File: config.mk
export PLATFORM = sky130hd
export DESIGN_NAME = l1_rd_burst_port
export DESIGN_NICKNAME = d
export VERILOG_FILES = /design/src/rtl/l1_rd_burst_port.sv
export SDC_FILE = /design/constraint.sdc
export NUM_CORES = 1
export LEC_CHECK = 0
export ABC_AREA = 0
export CAP_MARGIN = 10
export CELL_PAD_IN_SITES_DETAIL_PLACEMENT = 1
export CELL_PAD_IN_SITES_GLOBAL_PLACEMENT = 1
export CORE_AREA = 2 2 282 284
export DETAILED_ROUTE_END_ITERATION = 16
export DIE_AREA = 0 0 284 286
export PLACE_DENSITY_LB_ADDON = 0.15
export SYNTH_ARGS = -nofsm -noshare
export SYNTH_HDL_FRONTEND = slang
export SYNTH_SLANG_ARGS = --single-unit
export TNS_END_PERCENT = 5
File: constraint.sdc
create_clock -name clk -period 5.6 [get_ports clk]
set_clock_uncertainty 0.1 [all_clocks]
set_input_delay 0.84 -clock clk [delete_from_list [all_inputs] [get_ports clk]]
set_output_delay 0.84 -clock clk [all_outputs]
set_load 0.02 [all_outputs]
File: src/rtl/l1_rd_burst_port.sv
// rtl/l1_rd_burst_port.sv - L1 read port with burst sequencing, per-beat pointer update and discard flag.
// Optional beat/discard statistics counters: define L1_RD_BURST_PORT_STATS_EN.
module l1_rd_burst_port #(
    parameter int nstrms       = 64,
    parameter int nstrms_width = $clog2(nstrms),
    parameter int nports       = 8,
    parameter int portid       = 0,
    parameter int ptr_width    = 4,
    parameter int cl_size      = 8,
    parameter int clofs_width  = $clog2(cl_size),
    parameter int max_len      = 4,
    parameter int len_width    = $clog2(max_len + 1)
) (
    input  logic                            clk,
    input  logic                            reset,
    input  logic [nstrms-1:0]               i_rst_end,
    input  logic [nstrms-1:0]               i_l1_end,
    input  logic [nstrms-1:0]               i_single_v,
    input  logic                            i_rd_v,
    output logic                            i_rd_r,
    input  logic [nstrms_width-1:0]         i_rd_sid,
    input  logic [len_width-1:0]            i_rd_len,
    input  logic [nports-1:0]               i_rd_acts,
    input  logic [nports*nstrms_width-1:0]  i_rd_sids,
    output logic                            o_rd_act,
    input  logic [nstrms*ptr_width-1:0]     i_ptrs,
    output logic                            o_addr_v,
    input  logic                            o_addr_r,
    output logic [ptr_width-1:0]            o_addr_ptr,
    output logic [nstrms_width-1:0]         o_addr_sid,
    output logic                            o_addr_last,
    output logic                            o_addr_discard,
    output logic [nstrms-1:0]               o_req_v,
    input  logic [nstrms-1:0]               o_req_r,
    output logic [31:0]                     o_stat_beats,
    output logic [31:0]                     o_stat_discard
);
    localparam logic [0:0] ST_IDLE  = 1'b0;
    localparam logic [0:0] ST_BURST = 1'b1;
    localparam logic [len_width-1:0] MAX_LEN_L = len_width'(max_len);

    logic [0:0]              state_q, state_d;
    logic [nstrms_width-1:0] sid_q, sid_d;
    logic [len_width-1:0]    len_q, len_d;
    logic [len_width-1:0]    beat_q, beat_d;
    logic                    addr_done_q, addr_done_d;
    logic                    req_done_q, req_done_d;
    logic                    disc_q, disc_d;

    logic                    in_burst, last_beat, beat_disc;
    logic                    addr_v, req_v, addr_fire, req_fire, beat_done, accept;
    logic [ptr_width-1:0]    ofs_cnt, beat_ptr;
    logic [len_width-1:0]    acc_len;

    // Lower-indexed ports reading the same stream this cycle consume pointer slots ahead of us.
    always_comb begin
        ofs_cnt = '0;
        for (int j = 0; j < nports; j++) begin
            if (j < portid && i_rd_acts[j] &&
                i_rd_sids[j*nstrms_width +: nstrms_width] == sid_q)
                ofs_cnt = ofs_cnt + ptr_width'(1);
        end
    end

    assign in_burst  = (state_q == ST_BURST);
    assign beat_ptr  = i_ptrs[sid_q*ptr_width +: ptr_width] + ofs_cnt;
    assign beat_disc = i_l1_end[sid_q] |
                       (i_rst_end[sid_q] & i_single_v[sid_q] & beat_ptr[clofs_width]) |
                       disc_q;
    assign last_beat = (beat_q == len_q - len_width'(1));
    assign addr_v    = in_burst & ~addr_done_q;
    assign req_v     = in_burst & ~req_done_q & ~beat_disc;
    assign addr_fire = addr_v & o_addr_r;
    assign req_fire  = req_v & o_req_r[sid_q];
    // A discarded beat has no pointer update, so its req flow is trivially complete.
    assign beat_done = in_burst & (addr_done_q | addr_fire) &
                       (req_done_q | req_fire | beat_disc);
    assign i_rd_r    = ~reset & (~in_burst | (beat_done & last_beat));
    assign accept    = i_rd_v & i_rd_r;
    assign acc_len   = (i_rd_len == '0) ? len_width'(1) :
                       (i_rd_len > MAX_LEN_L) ? MAX_LEN_L : i_rd_len;

    always_comb begin
        state_d     = state_q;
        sid_d       = sid_q;
        len_d       = len_q;
        beat_d      = beat_q;
        addr_done_d = addr_done_q | addr_fire;
        req_done_d  = req_done_q | req_fire;
        disc_d      = disc_q | (in_burst & beat_disc);
        if (beat_done) begin
            addr_done_d = 1'b0;
            req_done_d  = 1'b0;
            beat_d      = beat_q + len_width'(1);
            if (last_beat) begin
                beat_d  = '0;
                disc_d  = 1'b0;
                state_d = ST_IDLE;
            end
        end
        if (accept) begin
            state_d = ST_BURST;
            sid_d   = i_rd_sid;
            len_d   = acc_len;
            beat_d  = '0;
        end
    end

    always_ff @(posedge clk or posedge reset) begin
        if (reset) begin
            state_q     <= ST_IDLE;
            sid_q       <= '0;
            len_q       <= '0;
            beat_q      <= '0;
            addr_done_q <= 1'b0;
            req_done_q  <= 1'b0;
            disc_q      <= 1'b0;
        end else begin
            state_q     <= state_d;
            sid_q       <= sid_d;
            len_q       <= len_d;
            beat_q      <= beat_d;
            addr_done_q <= addr_done_d;
            req_done_q  <= req_done_d;
            disc_q      <= disc_d;
        end
    end

    assign o_addr_v       = addr_v;
    assign o_addr_ptr     = addr_v ? beat_ptr : '0;
    assign o_addr_sid     = addr_v ? sid_q : '0;
    assign o_addr_last    = addr_v & last_beat;
    assign o_addr_discard = addr_v & beat_disc;
    assign o_req_v        = req_v ? ({{(nstrms-1){1'b0}}, 1'b1} << sid_q) : '0;
    assign o_rd_act       = |o_req_v;

`ifdef L1_RD_BURST_PORT_STATS_EN
    logic [31:0] beats_q, beats_d, discs_q, discs_d;

    always_comb begin
        beats_d = beats_q;
        discs_d = discs_q;
        if (beat_done && !beat_disc && beats_q != 32'hFFFF_FFFF) beats_d = beats_q + 32'd1;
        if (beat_done && beat_disc && discs_q != 32'hFFFF_FFFF) discs_d = discs_q + 32'd1;
    end

    always_ff @(posedge clk or posedge reset) begin
        if (reset) begin
            beats_q <= '0;
            discs_q <= '0;
        end else begin
            beats_q <= beats_d;
            discs_q <= discs_d;
        end
    end

    assign o_stat_beats   = beats_q;
    assign o_stat_discard = discs_q;
`else
    assign o_stat_beats   = 32'd0;
    assign o_stat_discard = 32'd0;
`endif

    logic unused_rd;
    assign unused_rd = ^{i_rd_acts, i_rd_sids};
endmodule

==> results.md, run 1 <==
* Die width at 284 um
* Hold Crit Class: reg -> reg
* Vias in the first global route at 8388
* Largest family of logic cells by synthesized area: multiplexers
* Startpoint types: input port
* Core Region at 78400 sq um
* Post-synth EDFFs at 0
* Number of max-slew violations in the final report at 0
* Synth Warn # at 0
* Max-cap violations at 0
* Reg clk slew, reported paths at 0.05 ns
* Hpwl dp at 43.5 mm
* CP Class: in -> out
* Yosys cell types at between 50 and 60
* # DRC at 0
* R2R depth at 9
* DR WL/cell at 22.4 um
* Mux contribution to synthesized area at 49.9%
* Iteration-0 DRC Markers at about 220
* Seq/Total Area, Yosys at 6.97%
* Avg Cell Area, Syn at 9.87 sq um
* Initial Utilization at under 10%
* Setup-failing EPs final at 0
* Synth Register Bits at 16
* Area grow syn2layout at 127%
* Num Clock Sinks at 16
* Tmin final at 5.37 ns
* Post-Synth Simple-Gate Area at between 10% and 20%
* H-tree lvl count at 1
* Row cnt at 103
* Post-route insts no fill at about 2200
* GRT overflow at 0
* Clock Latency Late Sink at 0.25 ns
* First-pass GRT wire length at 66.6 mm
* Via density at 3.27
* DRT Pass-1 Iters at 4
* Final wirelength at 49.9 mm
* Core Util, Final at approximately 17%
* Final nets at 1761
* Pleak at roughly 4.4 nW
* Routability cong. at ~0.8
* Main synth FF type: dfrtp_1
* Vias at 7289
* CP max FO at 10
* Mapped Cells at 582
* Top-area cell type share of the netlist area at 43.1%
* CP required at 4.66 ns
* Post-synth top area cell: mux4_2
* Synth async-reset ratio at 100%
* Xor/xnor share of the synthesized area at less than 1%
* Fin Hold WS at 0.425 ns
* Root Buffer: clkbuf_16
* Tcrit/Tclk final at 95.9%
* Ranking of synthesized cells by area: mux4_2 (43%), buf_4 (8.8%), dfrtp_1 (7.0%)
* IO Pins at 724
* Fraction of layout cells with a size suffix above 1 at 15.1%
* Post-DRT Antenna Nets at 0
* CTS tree: done
* Maximum vdd drop at 0.174 mV
* Post-Syn Area at 5740 sq um
* Reg area at roughly 410 sq um
* Initial antenna violation count at 6
* Pin count of the biggest net entering global routing at between 50 and 60
* Num CTS Buffers at 3
* Filler instances at 9226
* Worst-Margin Slew at 0.857 ns
* Total track usage at a little under an eighth
* Placed Cells at about 2200
* Critical path data arrival time at 4.43 ns
* Hold_buf cts at 0
* Critical path endpoint category: output port
* Outcome: completed
* Fmax at 186 MHz
* Max clock buf depth at 2
* Final Hold Fails at 0
* Die Area at 81200 sq um
* Multi-input gate area at 4740 sq um
* Compound-cell area share of the yosys netlist at 10.6%
* Pwr Density at 335 nW/um^2
* Port bufs at 603
* Slew headroom at between 40% and 50%
* Post-Synth Adder-Cell Area at 0.436%
* Die height at 286 um
* Hold path cells at 1
## layout make-up
type | count | share of cell area (%)
multi-input combinational | 499 | 36.4
antenna | 3 | 0.0576
inverter | 11 | 0.317
sequential | 16 | 3.17
clock buffer | 4 | 0.682
tap | 1050 | 10.1
timing repair buffer | 647 | 49.3
## timing repair
item	CTS	global route
setup endpoints to repair	0	51
buffers inserted	0	2
gates resized for setup	0	2
## stage by stage
step / power (W) / cell area, sq um / TNS, ns / setup slack (ns)
global route: 0.00479 / 13000 / -0.000624 / -0.000624
global placement: 0.00439 / 12900 / 0 / 0.140
finish: 0.00437 / 13000 / 0 / 0.228
CTS: 0.00456 / 13000 / 0 / 0.0283
detailed placement: 0.00438 / 12900 / 0 / 0.0963
floorplan: 0.00256 / 5980 / 0 / 1.29
## cell families (layout without fill, tap and decap cells)
group           Yosys count  count (layout)
buf+inv                 130             662
simple gates            208             208
mux                     138             138
compound gates           83              83
fa+ha+maj                 2               2
flops                    16              16
xor+xnor                  4               4
other cells               1              67
## sequential cells by signal, indices dropped and copies added, names as in the netlist
signal,cells
addr_done_q,1
sid_q,6
in_burst,1
len_q,3
req_done_q,1
disc_q,1
beat_q,3
## final timing paths
check	from	end	slack, ns
worst min register to register	len_q[2]	len_q[2]	0.42
worst max register to register	sid_q[0]	sid_q[1]	1.35
min in group asynchronous	reset	beat_q[1]	0.94
worst min-delay path	len_q[2]	len_q[2]	0.42
max in group asynchronous	reset	sid_q[0]	3.89
worst max-delay path	i_ptrs[223]	o_req_v[7]	0.23
## worst max-delay path, cell delays in order
cell and delay [ns]:
clkdlybuf4s50_1 0.41, mux4_2 0.48, mux4_2 0.56, a2111oi_4 0.36, o22ai_2 0.24, or4_1 0.57, buf_4 0.21, nor2_1 0.10
clkdlybuf4s50_1 0.64
## synthesized netlist by cell type, types with 2 or more instances
library cell	count
dfrtp_1	16
a31oi_1	10
mux2_2	9
ha_1	2
nand2_1	59
a22oi_1	11
clkbuf_2	4
or3_1	2
o21a_1	2
nand3b_1	11
buf_2	14
nor2_1	76
o211ai_1	11
mux2i_1	12
o22a_1	2
nand3_1	23
a311o_1	3
o21ai_0	15
nand4_1	4
o22ai_1	3
buf_1	11
a21oi_1	8
and2_0	3
a211oi_1	4
buf_4	67
buf_6	11
inv_1	8
mux4_1	6
clkbuf_1	12
nor2b_1	6
mux4_2	110
clkinv_1	3
a41oi_1	2
xnor2_1	2
xor2_1	2
or4_1	4
nand2b_1	4
and2_1	9
## cells in the final DEF, fill, tap and decap left out, drive strengths merged, types with 3 or more instances in the layout
master / instances
dfrtp: 16
a211oi: 4
diode: 3
a22oi: 11
and2: 12
nand2b: 4
a311o: 3
a31oi: 10
buf: 44
nand2: 59
nand3: 23
clkbuf: 4
nor2b: 6
o21ai: 16
nor2: 76
nand3b: 11
nand4: 4
mux4: 116
inv: 9
clkdlybuf4s50: 602
conb: 64
or4: 4
mux2i: 12
o211ai: 11
o22ai: 4
mux2: 10
a21oi: 8
## power by group
| part | internal, W | leakage [nW] | switching, W |
|---|---|---|---|
| Clock | 0.000109 | 0.0442 | 0.0000507 |
| Combinational | 0.00190 | 4.15 | 0.00196 |
| Sequential | 0.000176 | 0.188 | 0.000175 |
## layer usage
metal | track usage [%] | vias up | routed length (um)
li1 | - | 3341 | -
met1 | 12.7 | 3539 | 18900
met2 | 22.7 | 399 | 26900
met3 | 3.43 | 8 | 3930
met4 | 0.539 | 2 | 137
met5 | 0 | - | 13
(Power assumes the default switching activity.)
==> run 2, diff against run 1 <==
--- a/constraint.sdc
+++ b/constraint.sdc
@@ -4,2 +4,2 @@
 set_output_delay 0.84 -clock clk [all_outputs]
-set_load 0.02 [all_outputs]
+set_load 0.01 [all_outputs]
==> results.md, run 2 (synthesis gave the netlist of run 1 again) <==
* Total track usage at 11.5%
* Die height at 286 um
* Pwr Density at ~330 nW/um^2
* Combinational share of power at 88.7%
* Commonest cells after routing, fill and taps aside: clkdlybuf4s50_1 (603), mux4_2 (110), nor2_1 (76)
* Num Clock Sinks at 16
* Critical path data arrival time at 4.43 ns
* Max reg flops at 6
* Post-DRT Antenna Nets at 0
* Final nets at 1754
* Hold Crit Class: reg -> reg
* Placed Cells at 2216
* DR WL/cell at 22.1 um
* Pleak at 4.34 nW
* Clock Latency Late Sink at 0.25 ns
* Row cnt at 103
* Clock Power Share at under 10%
* H-tree lvl count at 1
* Die Area at 81200 sq um
* GRT overflow at 0
* Root Buffer: clkbuf_16
* Hold_buf cts at 0
* Maximum vdd drop at 0.135 mV
* Final wirelength at 49.1 mm
* Fmax at ~190 MHz
* IO Pins at slightly above 700
* Fraction of layout cells with a size suffix above 1 at about 15%
* # DRC at 0
* Largest Register: sid_q
* Core Region at 78400 sq um
* Hpwl dp at approximately 43 mm
* Pin count of the biggest net entering global routing at 42
* Tcrit/Tclk final at 95.8%
* Max clock buf depth at 2
* Vias at about 7300
* CTS tree: done
* Worst-Margin Slew at approximately 0.95 ns
* RSZ-0062 raised after global routing: no
* Post-cts resize count at 0
* Switching share of power at 48.9%
* Slew headroom at 36.6%
* Post-route insts no fill at 2221
* Die width at 284 um
* Via density at 3.29
* Filler instances at 9252
* CP max FO at 10
* Routability cong. at 0.774
* Port bufs at about 600
* Part of the power in registers at 7.6%
* Final Hold Fails at 0
* Startpoint types: input port
* Area grow syn2layout at 126%
* CP Class: in -> out
* Number of max-slew violations in the final report at 0
* Num CTS Buffers at 3
* Core Util, Final at 16.6%
* Sw power at roughly 0.0021 W
* # Post-CTS Setup Buffers at 0
* Tmin final at 5.37 ns
* First-pass GRT wire length at 66.7 mm
* Biggest regs: sid_q (6), beat_q (3), len_q (3)
* Iteration-0 DRC Markers at 165
* Setup-failing EPs final at 0
* Vias in the first global route at between 8000 and 9000
* Initial Utilization at 7.33%
* Setup TNS at 0 ns
* Commonest non-fill, non-tap cell in the layout: clkdlybuf4s50_1
* Max-cap violations at 0
* Initial antenna violation count at 4
* Reg clk slew, reported paths at 0.05 ns
* DRT Pass-1 Iters at 4
* Outcome: completed
* CP required at 4.66 ns
* Critical path endpoint category: output port
* P_int at 0.00217 W
[run 2: cell types whose count changed in the layout (fill, tap and decap cells not counted), sizes merged]
| cell | delta |
|---|---|
| buf | -7 |
| clkdlybuf4s50 | +1 |
| diode | -2 |
| dlymetal6s2s | -1 |
[run 2: power by group through the flow]
stage               Sequential [W]  Combinational, W  Clock, W
floorplan                 0.000198           0.00228         0
global placement          0.000345           0.00396         0
detailed placement        0.000344           0.00394         0
CTS                       0.000342           0.00397  0.000164
global route              0.000348           0.00414  0.000167
finish                    0.000320           0.00376  0.000159
[run 2: final timing paths]
check                             from     endpoint  slack (ns)  cells after the start
max                        i_ptrs[239]  o_req_v[63]        0.23                      9
min                           len_q[2]     len_q[2]        0.43                      1
max reg2reg                   sid_q[0]     sid_q[2]        1.62                      9
min reg2reg                   len_q[2]     len_q[2]        0.43                      1
max in group asynchronous        reset     sid_q[2]        3.91                      2
min in group asynchronous        reset     sid_q[4]        0.93                      2
[run 2: routing by layer]
metal,GRT usage [%],share of wire [%],vias to the layer above
met5,0,0,-
li1,-,-,3329
met3,3.00,7.3,9
met1,12.7,38,3579
met2,22.7,54,398
met4,0.789,0.63,0
[run 2: cell type report]
cell class,count,area (sq um),area share [%]
flip-flops and latches,16,413,3.18
well taps,1050,1310,10.1
inverters,11,41.3,0.318
clock buffers,4,88.8,0.684
multi-input cells,499,4740,36.5
diodes,1,2.50,0.0193
repair buffers,640,6390,49.2
[run 2: per-stage QoR]
stage | area (sq um) | hold WS (ns) | setup slack [ns] | power (W)
global placement | 12900 | 0.412 | 0.0797 | 0.00431
detailed placement | 12900 | 0.421 | 0.0363 | 0.00429
finish | 13000 | 0.429 | 0.233 | 0.00424
CTS | 13000 | 0.433 | 0.0328 | 0.00447
floorplan | 5980 | 0.385 | 1.33 | 0.00248
global route | 13000 | 0.459 | 0.0512 | 0.00466
[run 2: worst max-delay path, stage by stage]
cell             delay, ns
clkdlybuf4s50_1       0.43
mux4_2                0.49
mux4_2                0.53
a2111oi_4             0.37
o22ai_2               0.24
or4_1                 0.60
buf_4                 0.22
nor2_1                0.12
clkdlybuf4s50_1       0.57
==> run 3, diff against run 2 <==
Settings changed: SLEW_MARGIN set to 20.
Clock period 5.6 ns to 6.8 ns, I/O delays scaled along.
==> results.md, run 3 (synthesis gave the netlist of run 1 again) <==
* Outcome: completed
* Gr busiest metal: met2
* CP required at between 5 and 6 ns
* Startpoint types: input port
* Critical path buffer and inverter count at 2
* Slew headroom at 38.3%
* Final nets at 1742
* Commonest non-fill, non-tap cell in the layout: clkdlybuf4s50_1
* CP max stage delay at approximately 0.95 ns
* Met3 usage at 3.44%
* Critical path endpoint category: output port
* Root Buffer: clkbuf_16
* Cell Chain, Critical Path: clkdlybuf4s50_1 -> mux4_2 -> a22oi_1 -> nand2_1 -> a31oi_1 -> o22ai_2 -> or4_1 -> nor2_1 -> clkdlybuf4s50_1
* # DRC at 0
* Pleak at 4.26 nW
* DR WL/cell at approximately 22 um
* Post-cts resize count at 0
* Hpwl dp at 42.7 mm
* Max clock buf depth at 2
* Critical path data arrival time at approximately 5.1 ns
* CP Class: in -> out
* Place WS at about 0.46 ns
* Final Hold Fails at 0
* Iteration-0 DRC Markers at 185
* Fraction of layout cells with a size suffix above 1 at 13.6%
* Biggest regs: sid_q (6), beat_q (3), len_q (3)
* Max-cap violations at 0
* Hold Crit Class: reg -> reg
* First-pass GRT wire length at 66.3 mm
* Placed Cells at 2204
* Area grow syn2layout at 124%
* Multi-input gate area at 4740 sq um
* RSZ-0062 raised after global routing: no
* Total track usage at about 11%
* Reg area at 413 sq um
* Reg clk slew, reported paths at 0.05 ns
* Hold_buf cts at 0
* DRT Pass-1 Iters at 4
* CTS tree: done
* Die height at 286 um
* # Post-CTS Setup Buffers at 0
* Setup TNS at 0 ns
* Routability cong. at a little under 0.8
* Filler instances at roughly 9200
* Vias in the first global route at 8432
* Num CTS Buffers at 3
* Number of max-slew violations in the final report at 0
* Maximum vdd drop at 0.106 mV
* Tcrit/Tclk final at 91.3%
* Setup-failing EPs final at 0
* Clock Latency Late Sink at around 0.25 ns
* Vias at about 7300
* H-tree lvl count at 1
* Initial antenna violation count at 7
* IO Pins at 724
* GRT overflow at 0
* Final wirelength at 48.9 mm
* M2 GR Usage at 22.8%
* Slowest cell on the critical path: or4_1
* Worst-Margin Slew at 0.925 ns
* Commonest cells after routing, fill and taps aside: clkdlybuf4s50_1 (603), mux4_2 (110), nor2_1 (76)
* Port bufs at 603
* Fmax at 161 MHz
* Pin count of the biggest net entering global routing at 48
* Die width at ~280 um
* CP most frequent cell: clkdlybuf4s50_1
* CP max FO at 16
* Post-route insts no fill at 2212
* Max reg flops at 6
* Delay-heaviest family, CP: simple AND/OR/NAND/NOR gates
* Final total power at 0.00341 W
* Die Area at ~80000 sq um
* M1 GR Usage at 12.3%
* Row cnt at around 100
* Num Clock Sinks at 16
* Initial Utilization at 7.33%
* Final WS setup at 0.595 ns
* Post-DRT Antenna Nets at 0
* Via density at 3.28
* Largest Register: sid_q
* Pwr Density at 266 nW/um^2
* Tmin final at 6.21 ns
* Core Region at 78400 sq um
==> run 3: cell count changes in the layout (fill, tap and decap cells not counted) <==
| cell | delta |
|---|---|
| clkbuf_1 | +1 |
| diode_2 | +3 |
| buf_4 | -8 |
| buf_12 | -4 |
| mux2i_1 | +1 |
| mux2i_2 | -1 |
| clkbuf_8 | -1 |
==> run 3: final cells by class <==
| cell class | count | area share [%] |
|---|---|---|
| well taps | 1050 | 10.2 |
| flip-flops and latches | 16 | 3.22 |
| repair buffers | 628 | 48.7 |
| multi-input cells | 499 | 36.9 |
| clock buffers | 4 | 0.614 |
| diodes | 4 | 0.0779 |
| inverters | 11 | 0.322 |
==> run 3: worst register-to-register path, delay by kind of cell, from the launching register on <==
kind | cells | cell delay (ns)
flops | 1 | 0.75
mux | 3 | 1.22
buf+inv | 2 | 1.12
compound gates | 2 | 0.61
simple gates | 3 | 0.59
==> run 3: report_power, final <==
group | total [W] | internal (W) | switching, W
Combinational | 0.00297 | 0.00149 | 0.00148
Sequential | 0.000320 | 0.000144 | 0.000176
Clock | 0.000120 | 0.0000797 | 0.0000402
Total | 0.00341 | 0.00171 | 0.00170
==> run 3: stage by stage <==
step | hold WS (ns) | util [%] | instance area [sq um]
floorplan | 0.385 | - | 5980
global placement | 0.413 | 16.3 | 12800
detailed placement | 0.415 | 16.3 | 12800
CTS | 0.428 | 16.4 | 12800
global route | 0.469 | 16.4 | 12800
finish | 0.424 | 16.4 | 12800
==> run 3: metal layers <==
layer / share of wire, % / wire length (um)
met1: 37 / 18200
met2: 54 / 26600
met5: 0 / 0
met3: 7.9 / 3880
met4: 0.43 / 208
==> run 3: path summary, 6_finish.rpt <==
| path | start | end | slack, ns | depth (start not counted) |
|---|---|---|---|---|
| min in group asynchronous | reset | len_q[0] | 1.11 | 2 |
| max in group asynchronous | reset | sid_q[2] | 4.94 | 2 |
| max | i_ptrs[11] | o_req_v[43] | 0.59 | 9 |
| min reg2reg | req_done_q | req_done_q | 0.42 | 1 |
| min | req_done_q | req_done_q | 0.42 | 1 |
| max reg2reg | sid_q[0] | sid_q[0] | 2.30 | 10 |
